**src/rtl/mcycle_pkg.sv**
```systemverilog
// Shared definitions for the MCycle issuer: operation codes, FSM state encoding
// and a small operation-decode helper.
package mcycle_pkg;

  typedef enum logic [1:0] {
    MC_MUL_S = 2'b00,
    MC_MUL_U = 2'b01,
    MC_DIV_S = 2'b10,
    MC_DIV_U = 2'b11
  } mc_op_e;

  localparam logic [2:0] S_IDLE    = 3'd0;
  localparam logic [2:0] S_ISSUE   = 3'd1;
  localparam logic [2:0] S_WAIT    = 3'd2;
  localparam logic [2:0] S_CAPTURE = 3'd3;
  localparam logic [2:0] S_RESP    = 3'd4;

  function automatic logic is_div(input logic [1:0] op);
    return op[1];
  endfunction

endpackage

```
**src/rtl/mcycle_watchdog.sv**
```systemverilog
// Saturating cycle counter that flags an MCycle operation running too long.
module mcycle_watchdog #(
  parameter int LIMIT = 64
) (
  input  logic clk,
  input  logic rst,
  input  logic clear,
  input  logic enable,
  output logic expired
);

  localparam int CW = $clog2(LIMIT + 1);

  logic [CW-1:0] count;

  assign expired = (count == CW'(LIMIT));

  // Holds at LIMIT so expired stays asserted until the next clear.
  always_ff @(posedge clk) begin
    if (rst)
      count <= '0;
    else if (clear)
      count <= '0;
    else if (enable && !expired)
      count <= count + CW'(1);
  end

endmodule

```
**src/rtl/mcycle_issuer.sv**
```systemverilog
// Initiator for the MCycle Start/Busy protocol: takes one mul/div request,
// drives MCycle until Busy falls, and returns the captured result.
module mcycle_issuer
  import mcycle_pkg::*;
#(
  parameter int WIDTH          = 4,
  parameter int TIMEOUT_CYCLES = 64
) (
  input  logic             CLK,
  input  logic             RESET,
  input  logic             req_valid,
  output logic             req_ready,
  input  logic [1:0]       req_op,
  input  logic [WIDTH-1:0] req_a,
  input  logic [WIDTH-1:0] req_b,
  output logic             Start,
  output logic [1:0]       MCycleOp,
  output logic [WIDTH-1:0] Operand1,
  output logic [WIDTH-1:0] Operand2,
  input  logic [WIDTH-1:0] Result1,
  input  logic [WIDTH-1:0] Result2,
  input  logic             Busy,
  output logic             resp_valid,
  input  logic             resp_ready,
  output logic [WIDTH-1:0] resp_lo,
  output logic [WIDTH-1:0] resp_hi,
  output logic             resp_err,
  output logic             stall
);

  logic [2:0] state;
  logic       expired;
  logic       wd_clear;
  logic       wd_en;

  assign req_ready = (state == S_IDLE);
  assign wd_clear  = (state == S_IDLE);
  assign wd_en     = (state == S_ISSUE) || (state == S_WAIT);

  mcycle_watchdog #(.LIMIT(TIMEOUT_CYCLES)) u_watchdog (
    .clk     (CLK),
    .rst     (RESET),
    .clear   (wd_clear),
    .enable  (wd_en),
    .expired (expired)
  );

  always_ff @(posedge CLK) begin
    if (RESET) begin
      state      <= S_IDLE;
      Start      <= 1'b0;
      MCycleOp   <= '0;
      Operand1   <= '0;
      Operand2   <= '0;
      resp_valid <= 1'b0;
      resp_lo    <= '0;
      resp_hi    <= '0;
      resp_err   <= 1'b0;
      stall      <= 1'b0;
    end else begin
      case (state)
        S_IDLE: begin
          if (req_valid) begin
            MCycleOp <= req_op;
            Operand1 <= req_a;
            Operand2 <= req_b;
            stall    <= 1'b1;
            // Divide-by-zero is answered locally; MCycle is never started.
            if (is_div(req_op) && (req_b == '0)) begin
              state      <= S_RESP;
              resp_valid <= 1'b1;
              resp_lo    <= '1;
              resp_hi    <= req_a;
              resp_err   <= 1'b1;
            end else begin
              state <= S_ISSUE;
              Start <= 1'b1;
            end
          end
        end
        S_ISSUE: begin
          if (Busy) begin
            state <= S_WAIT;
          end else if (expired) begin
            state      <= S_RESP;
            Start      <= 1'b0;
            resp_valid <= 1'b1;
            resp_lo    <= '0;
            resp_hi    <= '0;
            resp_err   <= 1'b1;
          end
        end
        S_WAIT: begin
          // A completed operation wins over a timeout landing on the same cycle.
          if (!Busy) begin
            state <= S_CAPTURE;
            Start <= 1'b0;
          end else if (expired) begin
            state      <= S_RESP;
            Start      <= 1'b0;
            resp_valid <= 1'b1;
            resp_lo    <= '0;
            resp_hi    <= '0;
            resp_err   <= 1'b1;
          end
        end
        S_CAPTURE: begin
          state      <= S_RESP;
          resp_lo    <= Result1;
          resp_hi    <= Result2;
          resp_err   <= 1'b0;
          resp_valid <= 1'b1;
        end
        S_RESP: begin
          if (resp_ready) begin
            state      <= S_IDLE;
            resp_valid <= 1'b0;
            stall      <= 1'b0;
          end
        end
        default: begin
          state      <= S_IDLE;
          Start      <= 1'b0;
          resp_valid <= 1'b0;
          stall      <= 1'b0;
        end
      endcase
    end
  end

endmodule

```
**config.mk**
```make
export PLATFORM = sky130hd
export DESIGN_NAME = mcycle_issuer
export DESIGN_NICKNAME = d
export VERILOG_FILES = /design/src/rtl/mcycle_pkg.sv /design/src/rtl/mcycle_watchdog.sv /design/src/rtl/mcycle_issuer.sv
export SDC_FILE = /design/constraint.sdc
export NUM_CORES = 1
export LEC_CHECK = 0
export ABC_CLOCK_PERIOD_IN_PS = 2200
export BUFFER_PORTS_ARGS = -buffer_cell sky130_fd_sc_hd__buf_2
export CORE_MARGIN = 2
export CORE_UTILIZATION = 40
export DETAILED_ROUTE_END_ITERATION = 12
export SKIP_LAST_GASP = 1
export SYNTH_ARGS = -nofsm -noshare
export SYNTH_HDL_FRONTEND = slang
export SYNTH_SLANG_ARGS = --single-unit
```
**constraint.sdc**
```tcl
create_clock -name CLK -period 2.2 [get_ports CLK]
set_input_delay 0.11 -clock CLK [delete_from_list [all_inputs] [get_ports CLK]]
set_output_delay 0.11 -clock CLK [all_outputs]
set_load 0.1 [all_outputs]
```
* After elaboration in Yosys (flattened, before gate mapping)
Index checks and enable logic that the tools add are counted.
** Storage, ports and cells
- Register bits :: 32
- Output and inout port bits :: 23
- Word-level logic and storage cells :: 79
- Input port bits :: 23
** Operators by class
- Mux-type cells :: 38
- $add $sub $neg :: 1
- Reduce and logical (&&, ||, !) cells :: 16
- Bitwise logic cells :: 2
- Equality and inequality tests :: 11
** Operators by type and width (count)
- $mux W4 :: 10
- $pmux W4 S4 :: 2
- $mux W3 :: 6
- $mux W1 :: 15
- $pmux W3 S5 :: 1
- $ne A2 B2 Y1 const B :: 5
- $reduce_and A5 Y1 :: 2
- $pmux W1 S4 :: 2
- $add A7 B1 Y7 const B :: 1
- $eq A7 B7 Y1 const B :: 1
- $eq A3 B2 Y1 const B :: 2
- $pmux W1 S5 :: 1
- $logic_not A4 Y1 :: 1
- $reduce_and A2 Y1 :: 2
- $reduce_and A4 Y1 :: 1
- $reduce_bool A4 Y1 :: 1
- $reduce_or A2 Y1 :: 2
- $eq A3 B1 Y1 const B :: 1
- $eq A3 B3 Y1 const B :: 1
- $logic_not A3 Y1 :: 1
- $pmux W1 S3 :: 1
- $reduce_and A3 Y1 :: 1
- $reduce_or A3 Y1 :: 1
- $logic_and A1 B1 Y1 :: 2
- other kinds (4) :: 5

* Depth between registers and ports, before layout
- Depth in word-level cells :: 5
- Mapped depth :: 8
- Mapped depth without buffers :: 6

* By module
A second synthesis with hierarchy kept.
** Second synthesis, totals
- Cells, all modules :: 190
- Area, all modules :: 1619.1 µm²
** By module, submodules not included
- mcycle_issuer :: times used 1, area an instance 1267.5 µm², seq. area each 500.5 µm², cells an instance 148
- mcycle_watchdog :: times used 1, area an instance 351.6 µm², seq. area each 140.1 µm², cells an instance 42

* Least setup slack after synthesis
No wires, ideal clock.
- Path type :: register to register
- Start :: register state[0]
- End :: register MCycleOp[1]
- Path buffers :: 1
- Stages on the path, launching flop included :: 6
- Setup time :: 132 ps
- Arrival :: 3558 ps
- Data required time :: 2068 ps
- Period minus slack after synthesis :: 3690 ps
- Setup slack :: -1490 ps
- Cell sequence :: dfxtp_1 -> buf_2 -> nor3_1 -> nand2_1 -> nand2_1 -> a21oi_1
** On the way
- Longest elaborated chain between the ends :: 2
** Ends and longest elaborated chain
- start, declared :: RTL line mcycle_issuer.sv:31 : logic [2:0] state;
- start signal, assigned :: RTL line mcycle_issuer.sv:50 : state <= S_IDLE;
- start signal, assigned :: RTL line mcycle_issuer.sv:70 : state <= S_RESP;
- start signal, assigned :: RTL line mcycle_issuer.sv:76 : state <= S_ISSUE;
- $logic_not A3 Y1
- via req_ready :: RTL line mcycle_issuer.sv:12 : output logic req_ready,
- $reduce_and A2 Y1 (no line)
- end signal, assigned :: RTL line mcycle_issuer.sv:64 : MCycleOp <= req_op;
- end, declared :: RTL line mcycle_issuer.sv:17 : output logic [1:0] MCycleOp,
The timed path passes the listed nets, and every way through them passes these cells.
A chain may end at the register's enable or synchronous reset.

* Worst setup path after layout
- Start :: register u_watchdog.count[0]
- End :: register u_watchdog.count[5]
** On the way
- Longest elaborated chain between the ends :: 3
- Elaborated cells on any way between the ends :: 4
- Classes of those cells :: 1 x add/sub; 1 x eq/ne; 2 x reduce/logical
** Ends and longest elaborated chain
- start, declared :: RTL line mcycle_watchdog.sv:14 : logic [CW-1:0] count;
- start signal, assigned :: RTL line mcycle_watchdog.sv:25 : count <= count + CW'(1);
- branches (longest 3 deep; another with $add A7 B1 Y7)
Several ways; the timed one is not identified.

==> out/metrics.yaml <==
vias_per_cell: 5.10
final_antenna_net_count: 0
antenna_cells: 0
endpoint_kind: "flip-flop"
dp_cells: 270
finalSetupViolCount: 0
fp.dieW_um: 66.1
netlist.area_leader.share_pct: 41.5
dp_hpwl_um: 2520
cts_resized: 0
tns_ns: 0
coreArea_um2: 3690
hold_class: "input pin to flip-flop"
nFillCells: 365
track_usage_pct: 16.4
dr.first_iter.drc_count: 89
grt_max_degree: 31
clk_latency_ns: 0.27
postSynthAreaPerCell_um2: 8.21
cts_buffers: 5
ys_async_sr_fraction_pct: 0
p_total_mw: 1.62
outcome: "finished clean"
synthesis.yosys.warnings: 0
cts_tree: "yes"
clockBufferDepth: 2
grt_pass1_vias: 1228
postLayoutCoreUtil_pct: 51.8
path_class: "flip-flop to flip-flop"
vias: 1417
ios: 46
leakage_nw: 0.787
timing.fmax_ghz: 0.484
cts.sinks: 32
fin_hold_ws_ns: 0.0793
rows: 22
slew_headroom_pct: 65.2
rsz0062_at_grt: "no"
initial_utilization_pct: 41.9
cap_violations: 0
antenna_found_initial: 0
holdPathStages: 3
synth_area_leaders: "dfxtp_1 41%, a21oi_1 9.1%, nand2_1 7.1%"
ir_worst_vdd_mv: 0.452
h-tree-depth: 2
p_per_area_nw_per_um2: 846
synth-seq-cells: 32
cp.arrival_ns: 2.27
syn_nets: 213
maxSlewViolCount: 0
postCtsHoldBufs: 0
synth_area_leader_cell: "dfxtp_1"
layout-drive-gt1-share_pct: 27.0
root_buffer: "clkbuf_8"
detail_route.first_pass.iterations: 4
finalClockSkew_ns: 0.00635
synth_edf_count: 0
grt_pass1_wl_um: 5580
port-buffer-count: 45
wire_per_inst_um: 12.1
netlist_area_um2: 1540
dieArea_um2: 4370
drt_wl_total_um: 3370
worst-endpoint-required_ns: 2.41
yosysSeqAreaShare_pct: 41.5
critPathLaunchType: "flip-flop"
grt_overflow: 0
cts_setup_buffers: 0
fin_crit_ns: 2.06
post-route-period-util_pct: 93.9
ff2ff_path_depth: 6
gp_congestion: 0.770
worstMarginPinSlew_ns: 0.523
drc: 0
finalNonFillerCells: 278
syn_inst: 188
final_nets: 254
path_clk_slew_ns: 0.07
area.growth.synth_to_final_pct: 23.8
hold_viol: 0
cp_max_fo: 11
synth_cell_types: 43
die_height_um: 66.1
ys.flop_type: "dfxtp_1"
[stage by stage]
stage	setup slack (ns)	area (um2)
finish	0.135	1910
global route	0.0272	1910
CTS	0.134	1910
detailed placement	0.136	1790
global placement	0.212	1790
floorplan	0.151	1560
[kinds of logic after synthesis]
logic type | count (synthesis) | share of synthesized area (%)
buf+inv | 20 | 6.48
xor+xnor | 2 | 1.13
compound gates | 53 | 21.2
mux | 5 | 3.65
simple gates | 74 | 24.5
flops | 32 | 41.5
fa+ha+maj | 2 | 1.62
[path summary, 6_finish.rpt]
path                                     startpoint                  end  slack, ns
worst max-delay path            u_watchdog.count[0]  u_watchdog.count[5]       0.14
worst min-delay path                      req_op[0]          MCycleOp[0]       0.08
worst max register to register  u_watchdog.count[0]  u_watchdog.count[5]       0.14
worst min register to register          Operand2[3]          Operand2[3]       0.45
[routing by layer]
metal  up-vias  GRT usage [%]  part of all wire (%)
met3         2           3.92                   6.0
met4         0           5.36                  0.39
li1        747              -                     -
met1       635           21.9                    49
met5         -              0                     0
met2        33           25.9                    45
[Yosys cell counts, types with 3 or more instances]
| master | instances |
|---|---|
| buf_6 | 3 |
| o21ai_0 | 5 |
| clkbuf_1 | 7 |
| nand2_1 | 29 |
| a21oi_1 | 28 |
| o2bb2ai_1 | 4 |
| dfxtp_1 | 32 |
| nor2_1 | 11 |
| nor2b_1 | 8 |
| mux2_1 | 4 |
| a22oi_1 | 5 |
| inv_1 | 4 |
| nand3_1 | 5 |
| or3_1 | 4 |
[critical path, cell delays in order, from the launching register on]
cell     delay [ns]
dfxtp_1        0.42
inv_1          0.07
ha_1           0.19
and2_1         0.22
a211o_1        0.43
or4_1          0.52
a21oi_1        0.15
[where the power goes]
part           total (mW)  switching, mW  internal, mW  leakage [nW]
clock network       0.610          0.210         0.400        0.0645
logic               0.378          0.291        0.0872         0.462
registers           0.629         0.0221         0.607         0.261
total                1.62          0.523          1.09         0.787
[registers in the layout, indices dropped and copies added (netlist names)]
register	cells
resp_lo	4
resp_valid	1
stall	1
MCycleOp	2
Start	1
Operand2	4
resp_err	1
u_watchdog.count	7
Operand1	4
resp_hi	4
state	3
[placed cells by master, fill, tap and decap left out, types with 3 or more instances in the layout]
cell	n
buf_2	45
dfxtp_1	32
nand2_1	29
a21oi_1	28
nor2_1	11
nor2b_1	8
clkbuf_8	7
a22oi_1	5
o21ai_0	5
nand3_1	5
inv_1	4
o2bb2ai_1	4
mux2_1	4
or3_1	4
buf_4	3
[cell type report]
type | instances | area (um2) | area share [%]
Clock inverter | 1 | 30.0 | 1.57
Inverter | 6 | 22.5 | 1.18
Tap cell | 48 | 60.1 | 3.14
Timing Repair Buffer | 48 | 248 | 13.0
Sequential cell | 32 | 641 | 33.5
Clock buffer | 7 | 96.3 | 5.04
Multi-Input combinational cell | 136 | 815 | 42.6
(Power assumes the default switching activity.)
